[src/rtl/decode_issue_queue_if.sv]
// Signal bundle between decode_issue_queue and its fetcher, register file, RoB/RS/LSB and issue consumers.
// master = environment side, slave = the decode/issue stage.
interface decode_issue_queue_if #(
  parameter int ROB_W = 4
);
  logic             rdy;
  logic             clear;
  logic             in_valid;
  logic [31:0]      in_instr;
  logic [31:0]      in_pc;
  logic             in_ready;
  logic             pred_valid;
  logic [31:0]      pred_pc;
  logic             rob_full;
  logic             rs_full;
  logic             lsb_full;
  logic [4:0]       reg_id1;
  logic [4:0]       reg_id2;
  logic [31:0]      reg_val1;
  logic [31:0]      reg_val2;
  logic             reg_dep1;
  logic             reg_dep2;
  logic [ROB_W-1:0] reg_tag1;
  logic [ROB_W-1:0] reg_tag2;
  logic [ROB_W-1:0] rob_id_in;
  logic [ROB_W-1:0] rob_id_out;
  logic             issue_valid;
  logic [31:0]      instr_out;
  logic [31:0]      pc_out;
  logic [6:0]       type_out;
  logic [2:0]       op_out;
  logic [31:0]      imm_out;
  logic [4:0]       rd_out;
  logic [31:0]      val1_out;
  logic [31:0]      val2_out;
  logic             dep1_out;
  logic             dep2_out;
  logic [ROB_W-1:0] tag1_out;
  logic [ROB_W-1:0] tag2_out;
  logic             pred_taken_out;

  modport master (
    output rdy, clear, in_valid, in_instr, in_pc, rob_full, rs_full, lsb_full,
           reg_val1, reg_val2, reg_dep1, reg_dep2, reg_tag1, reg_tag2, rob_id_in,
    input  in_ready, pred_valid, pred_pc, reg_id1, reg_id2, rob_id_out, issue_valid,
           instr_out, pc_out, type_out, op_out, imm_out, rd_out, val1_out, val2_out,
           dep1_out, dep2_out, tag1_out, tag2_out, pred_taken_out
  );

  modport slave (
    input  rdy, clear, in_valid, in_instr, in_pc, rob_full, rs_full, lsb_full,
           reg_val1, reg_val2, reg_dep1, reg_dep2, reg_tag1, reg_tag2, rob_id_in,
    output in_ready, pred_valid, pred_pc, reg_id1, reg_id2, rob_id_out, issue_valid,
           instr_out, pc_out, type_out, op_out, imm_out, rd_out, val1_out, val2_out,
           dep1_out, dep2_out, tag1_out, tag2_out, pred_taken_out
  );
endinterface

[src/rtl/decode_issue_queue.sv]
// Instruction queue + decode/issue stage with JAL/JALR/branch next-PC redirect and RoB flush.
// Define BTFN_PREDICT_EN to predict backward branches taken; otherwise all branches are not-taken.
module decode_issue_queue #(
  parameter int IQ_DEPTH = 4,
  parameter int ROB_W    = 4
) (
  input logic                 clk,
  input logic                 rst,
  decode_issue_queue_if.slave bus
);
  localparam int PTR_W = (IQ_DEPTH > 1) ? $clog2(IQ_DEPTH) : 1;
  localparam int CNT_W = PTR_W + 1;
  localparam logic [CNT_W-1:0] DEPTH_C = CNT_W'(IQ_DEPTH);
`ifdef BTFN_PREDICT_EN
  localparam bit BTFN = 1'b1;
`else
  localparam bit BTFN = 1'b0;
`endif

  localparam logic [6:0] OPC_LUI    = 7'b0110111;
  localparam logic [6:0] OPC_AUIPC  = 7'b0010111;
  localparam logic [6:0] OPC_JAL    = 7'b1101111;
  localparam logic [6:0] OPC_JALR   = 7'b1100111;
  localparam logic [6:0] OPC_BRANCH = 7'b1100011;
  localparam logic [6:0] OPC_LOAD   = 7'b0000011;
  localparam logic [6:0] OPC_STORE  = 7'b0100011;
  localparam logic [6:0] OPC_OPIMM  = 7'b0010011;
  localparam logic [6:0] OPC_OP     = 7'b0110011;

  function automatic logic [31:0] imm_of(input logic [31:0] ins);
    logic [31:0] imm;
    imm = '0;
    case (ins[6:0])
      OPC_LUI, OPC_AUIPC:            imm = {ins[31:12], 12'b0};
      OPC_JAL:                       imm = {{12{ins[31]}}, ins[19:12], ins[20], ins[30:21], 1'b0};
      OPC_JALR, OPC_LOAD, OPC_OPIMM: imm = {{20{ins[31]}}, ins[31:20]};
      OPC_BRANCH:                    imm = {{20{ins[31]}}, ins[7], ins[30:25], ins[11:8], 1'b0};
      OPC_STORE:                     imm = {{20{ins[31]}}, ins[31:25], ins[11:7]};
      default:                       imm = '0;
    endcase
    return imm;
  endfunction

  logic [31:0]         instr_q [IQ_DEPTH];
  logic [31:0]         pc_q    [IQ_DEPTH];
  logic [IQ_DEPTH-1:0] taken_q;
  logic [PTR_W-1:0]    head, tail;
  logic [CNT_W-1:0]    count;
  logic                wait_redir;
  logic                redir_pend;
  logic [31:0]         redir_tgt;

  // Push-side predecode of the fetched word
  logic [6:0]  in_opc;
  logic [31:0] in_imm;
  logic        in_jal, in_jalr, in_br_taken, in_redir, in_taken;
  logic        push;

  assign in_opc      = bus.in_instr[6:0];
  assign in_imm      = imm_of(bus.in_instr);
  assign in_jal      = (in_opc == OPC_JAL);
  assign in_jalr     = (in_opc == OPC_JALR);
  assign in_br_taken = (in_opc == OPC_BRANCH) && BTFN && in_imm[31];
  assign in_redir    = in_jal || in_br_taken;
  assign in_taken    = in_redir || in_jalr;

  assign bus.in_ready = !rst && bus.rdy && !bus.clear && (count < DEPTH_C) && !wait_redir;
  assign push         = bus.in_valid && bus.in_ready;

  // Head-entry decode; register file is looked up combinationally on rs1/rs2
  logic [31:0] h_instr, h_pc, h_imm;
  logic [6:0]  h_opc;
  logic        h_taken, h_mem, h_jalr, h_two_src, h_no_rd, unit_ok, issue;

  assign h_instr   = instr_q[head];
  assign h_pc      = pc_q[head];
  assign h_taken   = taken_q[head];
  assign h_opc     = h_instr[6:0];
  assign h_imm     = imm_of(h_instr);
  assign h_mem     = (h_opc == OPC_LOAD) || (h_opc == OPC_STORE);
  assign h_jalr    = (h_opc == OPC_JALR);
  assign h_no_rd   = (h_opc == OPC_BRANCH) || (h_opc == OPC_STORE);
  assign h_two_src = h_no_rd || (h_opc == OPC_OP);
  assign unit_ok   = h_mem ? !bus.lsb_full : !bus.rs_full;

  assign bus.reg_id1    = h_instr[19:15];
  assign bus.reg_id2    = h_instr[24:20];
  assign bus.rob_id_out = bus.rob_id_in;

  assign issue = !rst && bus.rdy && !bus.clear && (count != '0) && !bus.rob_full
                 && unit_ok && !(h_jalr && bus.reg_dep1);

  // Queue payload: written only on an accepted push, never reset
  always_ff @(posedge clk) begin
    if (push) begin
      instr_q[tail] <= bus.in_instr;
      pc_q[tail]    <= bus.in_pc;
      taken_q[tail] <= in_taken;
      if (in_redir) redir_tgt <= bus.in_pc + in_imm;
    end
  end

  // Control, redirect and issue registers
  always_ff @(posedge clk) begin
    if (rst) begin
      head               <= '0;
      tail               <= '0;
      count              <= '0;
      wait_redir         <= 1'b0;
      redir_pend         <= 1'b0;
      bus.pred_valid     <= 1'b0;
      bus.pred_pc        <= '0;
      bus.issue_valid    <= 1'b0;
      bus.instr_out      <= '0;
      bus.pc_out         <= '0;
      bus.type_out       <= '0;
      bus.op_out         <= '0;
      bus.imm_out        <= '0;
      bus.rd_out         <= '0;
      bus.val1_out       <= '0;
      bus.val2_out       <= '0;
      bus.dep1_out       <= 1'b0;
      bus.dep2_out       <= 1'b0;
      bus.tag1_out       <= '0;
      bus.tag2_out       <= '0;
      bus.pred_taken_out <= 1'b0;
    end else if (bus.clear) begin
      head            <= '0;
      tail            <= '0;
      count           <= '0;
      wait_redir      <= 1'b0;
      redir_pend      <= 1'b0;
      bus.pred_valid  <= 1'b0;
      bus.issue_valid <= 1'b0;
    end else if (bus.rdy) begin
      if (push) tail <= tail + PTR_W'(1);
      if (issue) head <= head + PTR_W'(1);
      if (push && !issue) count <= count + CNT_W'(1);
      else if (!push && issue) count <= count - CNT_W'(1);

      bus.issue_valid <= issue;
      bus.pred_valid  <= 1'b0;
      // At most one redirect is outstanding: wait_redir blocks pushes until its pulse
      if (redir_pend) begin
        bus.pred_valid <= 1'b1;
        bus.pred_pc    <= redir_tgt;
        redir_pend     <= 1'b0;
        wait_redir     <= 1'b0;
      end else if (issue && h_jalr) begin
        bus.pred_valid <= 1'b1;
        bus.pred_pc    <= (bus.reg_val1 + h_imm) & ~32'd1;
        wait_redir     <= 1'b0;
      end
      if (push && (in_redir || in_jalr)) wait_redir <= 1'b1;
      if (push && in_redir) redir_pend <= 1'b1;

      if (issue) begin
        bus.instr_out      <= h_instr;
        bus.pc_out         <= h_pc;
        bus.type_out       <= h_opc;
        bus.op_out         <= h_instr[14:12];
        bus.imm_out        <= h_imm;
        bus.rd_out         <= h_no_rd ? 5'd0 : h_instr[11:7];
        bus.val1_out       <= bus.reg_val1;
        bus.dep1_out       <= bus.reg_dep1;
        bus.tag1_out       <= bus.reg_tag1;
        bus.val2_out       <= h_two_src ? bus.reg_val2 : h_imm;
        bus.dep2_out       <= h_two_src ? bus.reg_dep2 : 1'b0;
        bus.tag2_out       <= h_two_src ? bus.reg_tag2 : '0;
        bus.pred_taken_out <= h_taken;
      end
    end
  end
endmodule

[src/flat_wrapper.sv]
// flat-port wrapper written by rule: the top's interface ports become plain ports
module decode_issue_queue_flat 
#(
  parameter int IQ_DEPTH = 4,
  parameter int ROB_W    = 4
)
  (clk, rst, bus_rdy, bus_clear, bus_in_valid, bus_in_instr, bus_in_pc, bus_rob_full, bus_rs_full, bus_lsb_full, bus_reg_val1, bus_reg_val2, bus_reg_dep1, bus_reg_dep2, bus_reg_tag1, bus_reg_tag2, bus_rob_id_in, bus_in_ready, bus_pred_valid, bus_pred_pc, bus_reg_id1, bus_reg_id2, bus_rob_id_out, bus_issue_valid, bus_instr_out, bus_pc_out, bus_type_out, bus_op_out, bus_imm_out, bus_rd_out, bus_val1_out, bus_val2_out, bus_dep1_out, bus_dep2_out, bus_tag1_out, bus_tag2_out, bus_pred_taken_out);
  decode_issue_queue_if #(.ROB_W(ROB_W)) bus_i ();
  input logic clk;
  input logic rst;
  input wire logic [$bits(bus_i.rdy)-1:0] bus_rdy;
  input wire logic [$bits(bus_i.clear)-1:0] bus_clear;
  input wire logic [$bits(bus_i.in_valid)-1:0] bus_in_valid;
  input wire logic [$bits(bus_i.in_instr)-1:0] bus_in_instr;
  input wire logic [$bits(bus_i.in_pc)-1:0] bus_in_pc;
  input wire logic [$bits(bus_i.rob_full)-1:0] bus_rob_full;
  input wire logic [$bits(bus_i.rs_full)-1:0] bus_rs_full;
  input wire logic [$bits(bus_i.lsb_full)-1:0] bus_lsb_full;
  input wire logic [$bits(bus_i.reg_val1)-1:0] bus_reg_val1;
  input wire logic [$bits(bus_i.reg_val2)-1:0] bus_reg_val2;
  input wire logic [$bits(bus_i.reg_dep1)-1:0] bus_reg_dep1;
  input wire logic [$bits(bus_i.reg_dep2)-1:0] bus_reg_dep2;
  input wire logic [$bits(bus_i.reg_tag1)-1:0] bus_reg_tag1;
  input wire logic [$bits(bus_i.reg_tag2)-1:0] bus_reg_tag2;
  input wire logic [$bits(bus_i.rob_id_in)-1:0] bus_rob_id_in;
  output wire logic [$bits(bus_i.in_ready)-1:0] bus_in_ready;
  output wire logic [$bits(bus_i.pred_valid)-1:0] bus_pred_valid;
  output wire logic [$bits(bus_i.pred_pc)-1:0] bus_pred_pc;
  output wire logic [$bits(bus_i.reg_id1)-1:0] bus_reg_id1;
  output wire logic [$bits(bus_i.reg_id2)-1:0] bus_reg_id2;
  output wire logic [$bits(bus_i.rob_id_out)-1:0] bus_rob_id_out;
  output wire logic [$bits(bus_i.issue_valid)-1:0] bus_issue_valid;
  output wire logic [$bits(bus_i.instr_out)-1:0] bus_instr_out;
  output wire logic [$bits(bus_i.pc_out)-1:0] bus_pc_out;
  output wire logic [$bits(bus_i.type_out)-1:0] bus_type_out;
  output wire logic [$bits(bus_i.op_out)-1:0] bus_op_out;
  output wire logic [$bits(bus_i.imm_out)-1:0] bus_imm_out;
  output wire logic [$bits(bus_i.rd_out)-1:0] bus_rd_out;
  output wire logic [$bits(bus_i.val1_out)-1:0] bus_val1_out;
  output wire logic [$bits(bus_i.val2_out)-1:0] bus_val2_out;
  output wire logic [$bits(bus_i.dep1_out)-1:0] bus_dep1_out;
  output wire logic [$bits(bus_i.dep2_out)-1:0] bus_dep2_out;
  output wire logic [$bits(bus_i.tag1_out)-1:0] bus_tag1_out;
  output wire logic [$bits(bus_i.tag2_out)-1:0] bus_tag2_out;
  output wire logic [$bits(bus_i.pred_taken_out)-1:0] bus_pred_taken_out;
  assign bus_i.rdy = bus_rdy;
  assign bus_i.clear = bus_clear;
  assign bus_i.in_valid = bus_in_valid;
  assign bus_i.in_instr = bus_in_instr;
  assign bus_i.in_pc = bus_in_pc;
  assign bus_i.rob_full = bus_rob_full;
  assign bus_i.rs_full = bus_rs_full;
  assign bus_i.lsb_full = bus_lsb_full;
  assign bus_i.reg_val1 = bus_reg_val1;
  assign bus_i.reg_val2 = bus_reg_val2;
  assign bus_i.reg_dep1 = bus_reg_dep1;
  assign bus_i.reg_dep2 = bus_reg_dep2;
  assign bus_i.reg_tag1 = bus_reg_tag1;
  assign bus_i.reg_tag2 = bus_reg_tag2;
  assign bus_i.rob_id_in = bus_rob_id_in;
  assign bus_in_ready = bus_i.in_ready;
  assign bus_pred_valid = bus_i.pred_valid;
  assign bus_pred_pc = bus_i.pred_pc;
  assign bus_reg_id1 = bus_i.reg_id1;
  assign bus_reg_id2 = bus_i.reg_id2;
  assign bus_rob_id_out = bus_i.rob_id_out;
  assign bus_issue_valid = bus_i.issue_valid;
  assign bus_instr_out = bus_i.instr_out;
  assign bus_pc_out = bus_i.pc_out;
  assign bus_type_out = bus_i.type_out;
  assign bus_op_out = bus_i.op_out;
  assign bus_imm_out = bus_i.imm_out;
  assign bus_rd_out = bus_i.rd_out;
  assign bus_val1_out = bus_i.val1_out;
  assign bus_val2_out = bus_i.val2_out;
  assign bus_dep1_out = bus_i.dep1_out;
  assign bus_dep2_out = bus_i.dep2_out;
  assign bus_tag1_out = bus_i.tag1_out;
  assign bus_tag2_out = bus_i.tag2_out;
  assign bus_pred_taken_out = bus_i.pred_taken_out;
  decode_issue_queue #(.IQ_DEPTH(IQ_DEPTH), .ROB_W(ROB_W)) u_core (.clk(clk), .rst(rst), .bus(bus_i));
endmodule
[config.mk]
export PLATFORM = sky130hd
export DESIGN_NAME = decode_issue_queue_flat
export DESIGN_NICKNAME = d
export VERILOG_FILES = /design/src/rtl/decode_issue_queue_if.sv /design/src/rtl/decode_issue_queue.sv /design/src/flat_wrapper.sv
export SDC_FILE = /design/constraint.sdc
export NUM_CORES = 1
export LEC_CHECK = 0
export BUFFER_PORTS_ARGS = -buffer_cell sky130_fd_sc_hd__buf_2
export CAP_MARGIN = 20
export CORE_UTILIZATION = 63
export CTS_BUF_LIST = sky130_fd_sc_hd__clkbuf_8
export DETAILED_ROUTE_END_ITERATION = 8
export GPL_TIMING_DRIVEN = 0
export PLACE_DENSITY = 0.88
export SLEW_MARGIN = 20
export SYNTH_ARGS = -nofsm -noshare
export SYNTH_HDL_FRONTEND = slang
export SYNTH_SLANG_ARGS = --single-unit
[constraint.sdc]
create_clock -name clk -period 9.9 [get_ports clk]
set_input_delay 2.97 -clock clk [delete_from_list [all_inputs] [get_ports clk]]
set_output_delay 2.97 -clock clk [all_outputs]
set_load 0.02 [all_outputs]
* After elaboration in Yosys (flattened, before gate mapping)
Memories as Yosys holds them, arrays and structs flattened. A register that Yosys moved wholly into a read port is not among the register bits. Index checks and enable logic that the tools add are counted. Widths: inputs -> output; s select.
Word-level totals: bits in registers 233, RAM bits 256, output and inout bits 235, memories kept 2
Cells by class: add/subtract/negate cells 6, order comparisons 4, equality and inequality tests 17, mux-type cells 26, bitwise logic cells 1, reduce and logical (&&, ||, !) cells 45
Memory list:
- u_core.instr_q | depth 4, width 32, read ports 1, clocked after Yosys merged registers in 1, wr ports 1, line decode_issue_queue.sv:44 | logic [31:0] instr_q [IQ_DEPTH];
- u_core.pc_q | depth 4, width 32, read ports 1, clocked after Yosys merged registers in 1, wr ports 1, line decode_issue_queue.sv:45 | logic [31:0] pc_q [IQ_DEPTH];
Operators with widths (count):
- $pmux 32 s5 | 2
- $mux 32 | 3
- $add 32x32->32 | 2
- $eq 7x7->1 const B | 6
- $eq 7x6->1 const B | 5
- $eq 7x5->1 const B | 4
- $logic_and 1x1->1 | 16
- $eq 7x2->1 const B | 2
- $mux 1 | 12
- $reduce_and 2->1 | 5
- $logic_not 1->1 | 9
- $lt 2x3->1 const B | 2
- $mux 3 | 2
- $reduce_and 3->1 | 2
- $reduce_bool 3->1 | 2
- $reduce_or 2->1 | 3
- $reduce_or 3->1 | 2
- $mux 5 | 1
- $add 2x1->2 const B | 2
- $bwmux 4 | 1
- $logic_or 1x1->1 | 4
- $mux 2 | 2
- $mux 4 | 1
- $reduce_bool 2->1 | 2
- other kinds (7) | 7

* Logic depth before layout (Yosys ltp)
word-level depth 11, gate-level depth with buffers 21, mapped depth without buffers 17

* Worst setup path before layout
Ideal clock, no wire load.
path type input -> register, start in bus_in_instr[1], end reg u_core.redir_tgt[30] (data pin), setup time 262 ps, arrival 6632 ps, required time 9638 ps, setup slack 3005 ps, stages on the path 15, buffers on the path 1, cells stage by stage nand2_1 -> or2_2 -> nor4b_1 -> nor2_1 -> nor2b_1 -> ha_1 -> clkbuf_1 -> a21o_1 -> a21o_1 -> o31a_1 -> a21oi_1 -> o221ai_1 -> a211oi_1 -> a21oi_1 -> xor2_1
Between the ends: cells in the longest elaborated chain, start to end 4, elaborated cells between the ends (all ways) 12, those cells by class add/sub: 1; eq/ne: 8; mux: 1; reduce/logical: 2
Ends and longest elaborated chain:
- from (decl) | line flat_wrapper.sv:14 | input wire logic [$bits(bus_i.in_instr)-1:0] bus_in_instr;
- $eq 7x2->1 (tied with other cells) | line decode_issue_queue.sv:33 | case (ins[6:0])
- $reduce_or 3->1 / $reduce_or 2->1 (equally long branches) | line decode_issue_queue.sv:33
- $pmux 32 s5 * | line decode_issue_queue.sv:33
- $add 32x32->32 * | line decode_issue_queue.sv:99 | if (in_redir) redir_tgt <= bus.in_pc + in_imm;
- to (signal assigned) | line decode_issue_queue.sv:99
- to (decl) | line decode_issue_queue.sv:51 | logic [31:0] redir_tgt;
Mark *: on every way between the ends. The rest lies on a longest branch, timed or not. A chain may end at the register's enable or synchronous reset.

* Worst setup path after layout
start in bus_in_instr[3], end reg u_core.redir_tgt[20] (data pin)
The elaborated chain is that of the path after synthesis.

==> results.json <==
{
  "setup_ws_ps": 2620,
  "synth_cells": 1976,
  "die_area_mm2": 0.0366,
  "clk_latency_ps": 640,
  "grt_pass1_wl_mm": 108,
  "p_leak_nw": 10.9,
  "ys_seq_area_share_pct": 58.4,
  "synth.cell_area_mm2": 0.0226,
  "place_ws_ps": 2270,
  "fin_crit_sh_pct": 73.5,
  "initial_utilization_pct": 64.8,
  "die_x_um": 191,
  "clock_skew_ps": 30.8,
  "finalCriticalPeriod_ps": 7280,
  "area_growth_pct": 18.7,
  "fin_util_pct": 76.8,
  "core-area_mm2": 0.0349,
  "ys_types": 63,
  "total_power_w": 0.00424,
  "path_cells": "buf_2 > or2_2 > nor4b_2 > nor2_1 > nor2b_1 > ha_1 > clkbuf_1 > a21o_1 > a21o_1 > o31a_1 > a21oi_1 > nand2b_1 > a21oi_1 > o21ai_0 > o311ai_0",
  "crit_fanout": 9,
  "cp.required_ps": 10230,
  "cts_root_buf": "clkbuf_8",
  "antenna_found_initial": 10,
  "hold_class": "reg2reg",
  "synth-warning-count": 0,
  "syn_nets": 2195,
  "async_flop_share_pct": 0,
  "vias": 18700,
  "yosysMostFrequentCell": "edfxtp_1",
  "max_cap_viol_count": 0,
  "synth_seq_cells": 513,
  "cp-end-kind": "flip-flop",
  "worst_ep_arrival_time_ps": 7610,
  "final_antenna_net_count": 0,
  "ys_top_cells_by_area": "edfxtp_1 39%, dfxtp_1 20%, mux4_2 6.5%",
  "power_frac_comb_pct": 5.1,
  "worst_pin_slew_ps": 1070,
  "finalMaxSlewViolations": 0,
  "p_sw_w": 0.000985,
  "syn_avg_cell_area_um2": 11.4,
  "rows": 68,
  "hpwlAfterDp_mm": 55.9,
  "cts-buffers-inserted": 80,
  "grt_pass1_vias": 18100,
  "cts-hold-fix-buffers": 0,
  "clock_power_share_pct": 41.6,
  "placed_area_mm2": 0.0252,
  "grt_max_degree": 51,
  "setup_viol": 0,
  "wl_mm": 74.8,
  "drt_iter0_drc": 2192,
  "yosys.area.top_type": "edfxtp_1",
  "critPathKind": "in2reg",
  "die_h_um": 191,
  "drc_errors": 0,
  "clk_pin_slew_ps": 60,
  "routedWlPerCell_um": 25.2,
  "max_freq_mhz": 137,
  "htree_levels": 3,
  "critPathLaunchType": "input port",
  "p_sw_share_pct": 23.2,
  "setup_tns_ps": 0,
  "avgViaCountPerCell": 6.29,
  "internal_power_w": 0.00325,
  "power.density_mw_per_mm2": 158,
  "cp_slowest_cell": "nor4b_2",
  "crit_family": "compound AO/OA/AOI/OAI gates",
  "gp_congestion": 1.01,
  "synth_edf_count": 292,
  "cts.sinks": 513,
  "cts_resized": 0,
  "place.port_buffers": 380,
  "ir_worst_vdd_uv": 177,
  "fin_area_mm2": 0.0268,
  "ys.flop_type": "edfxtp_1",
  "rsz0062_at_grt": "no",
  "drive_gt1_share_pct": 25.9,
  "slew-limit-headroom_pct": 28.4,
  "fill_cells": 2238,
  "cpPeakStageDelay_ps": 710,
  "status": "complete, no violations",
  "finalHoldViolCount": 0,
  "seq_power_share_pct": 53.3,
  "first_pass_iters": 6,
  "fin_nets": 2661,
  "tritoncts": "built",
  "grt_usage_pct": 40.4,
  "overflow": 0,
  "postCtsSetupRepairBufs": 0,
  "synth_common_cells": "292 x edfxtp_1, 285 x nand2_1, 221 x dfxtp_1",
  "cp.buffers_inverters": 2,
  "io_pins": 385,
  "cts_buffer_depth": 3,
  "synth_top_cell_area_share_pct": 38.8
}
## power by group through the flow
stage | Sequential [W] | Clock [W] | Combinational (W)
global placement | 0.00231 | 0 | 0.000198
CTS | 0.00226 | 0.00176 | 0.000208
global route | 0.00226 | 0.00185 | 0.000225
floorplan | 0.00231 | 0 | 0.000101
finish | 0.00226 | 0.00176 | 0.000215
detailed placement | 0.00231 | 0 | 0.000205
## placed cells by master (no fill, tap or decap), types with 41 or more instances in the layout
master and count:
dfxtp_1 221, clkbuf_8 97, mux4_2 65, a211oi_1 51, clkbuf_1 66, buf_2 415, ha_1 66, inv_1 76
a21oi_1 214, nand2_1 285, a21o_1 55, xnor2_1 41, nor2_1 161, o21ai_0 54, edfxtp_1 292
## final timing paths
check,start,end,slack (ps),cells past startpoint
worst min register to register,u_core.bus.pc_out[8]$_SDFFE_PP0P_,u_core.bus.pc_out[8]$_SDFFE_PP0P_,450,2
worst max register to register,flip-flop,u_core.bus.pred_pc[29]$_SDFFE_PP0P_,4140,18
worst min-delay path,u_core.bus.pc_out[8]$_SDFFE_PP0P_,u_core.bus.pc_out[8]$_SDFFE_PP0P_,450,2
worst max-delay path,bus_in_instr[3],u_core.redir_tgt[20]$_DFFE_PP_,2620,15
## through the flow
| stage | std cells | hold WS [ps] |
|---|---|---|
| floorplan | 1976 | 445 |
| global placement | 2811 | 439 |
| detailed placement | 2815 | 444 |
| CTS | 2961 | 452 |
| global route | 2963 | 467 |
| finish | 2966 | 451 |
## layout make-up
| type | instances | area [um^2] | area share (%) |
|---|---|---|---|
| Clock inverter | 49 | 256 | 0.957 |
| Multi-Input combinational cell | 1275 | 8550 | 31.9 |
| Inverter | 52 | 195 | 0.728 |
| Clock buffer | 97 | 1340 | 4.98 |
| Timing Repair Buffer | 384 | 2010 | 7.51 |
| Sequential cell | 513 | 13200 | 49.2 |
| Buffer | 136 | 678 | 2.53 |
| Antenna cell | 5 | 12.5 | 0.0467 |
| Tap cell | 455 | 569 | 2.12 |
## worst reg2reg max path: stages (launching register included)
cell and delay [ps]:
dfxtp_1 480, buf_2 340, mux4_2 300, nand2_1 140
buf_4 210, nor4_1 600, o21bai_1 460, a21oi_1 400
inv_1 140, ha_1 320, and3_1 240, a221oi_1 290
o21ai_0 250, a2111oi_0 460, nor3_1 110, a31oi_1 290
o21ai_0 180, xnor2_1 280, o22ai_1 130
## kinds of logic after synthesis
family          after synthesis  share of synthesized area [%]
buf+inv                     188                           3.87
simple gates                588                           11.2
compound gates              488                           13.5
xor+xnor                     59                           2.29
mux                          71                           6.75
flops                       513                           58.4
fa+ha+maj                    69                           3.92
## routing by layer
layer | share of wire (%) | wire (um) | track usage [%] | vias up
li1 | - | - | - | 8150
met1 | 35 | 26300 | 49.9 | 8885
met2 | 47 | 35100 | 64.7 | 1327
met3 | 11 | 8460 | 9.23 | 292
met4 | 6.5 | 4870 | 25.2 | 8
met5 | 0.059 | 44 | 0 | -
## registers in the layout, summed over array words and instances (netlist names), 5 cells and up, named ones only
signal / cells
u_core.bus.val2_out: 32
u_core.bus.imm_out: 32
u_core.bus.type_out: 6
u_core.bus.rd_out: 5
u_core.instr_q: 128
u_core.bus.pred_pc: 32
u_core.pc_q: 128
u_core.bus.pc_out: 32
u_core.bus.instr_out: 24
u_core.redir_tgt: 32
u_core.bus.val1_out: 32
No activity file was read; power rests on OpenSTA's default activity.
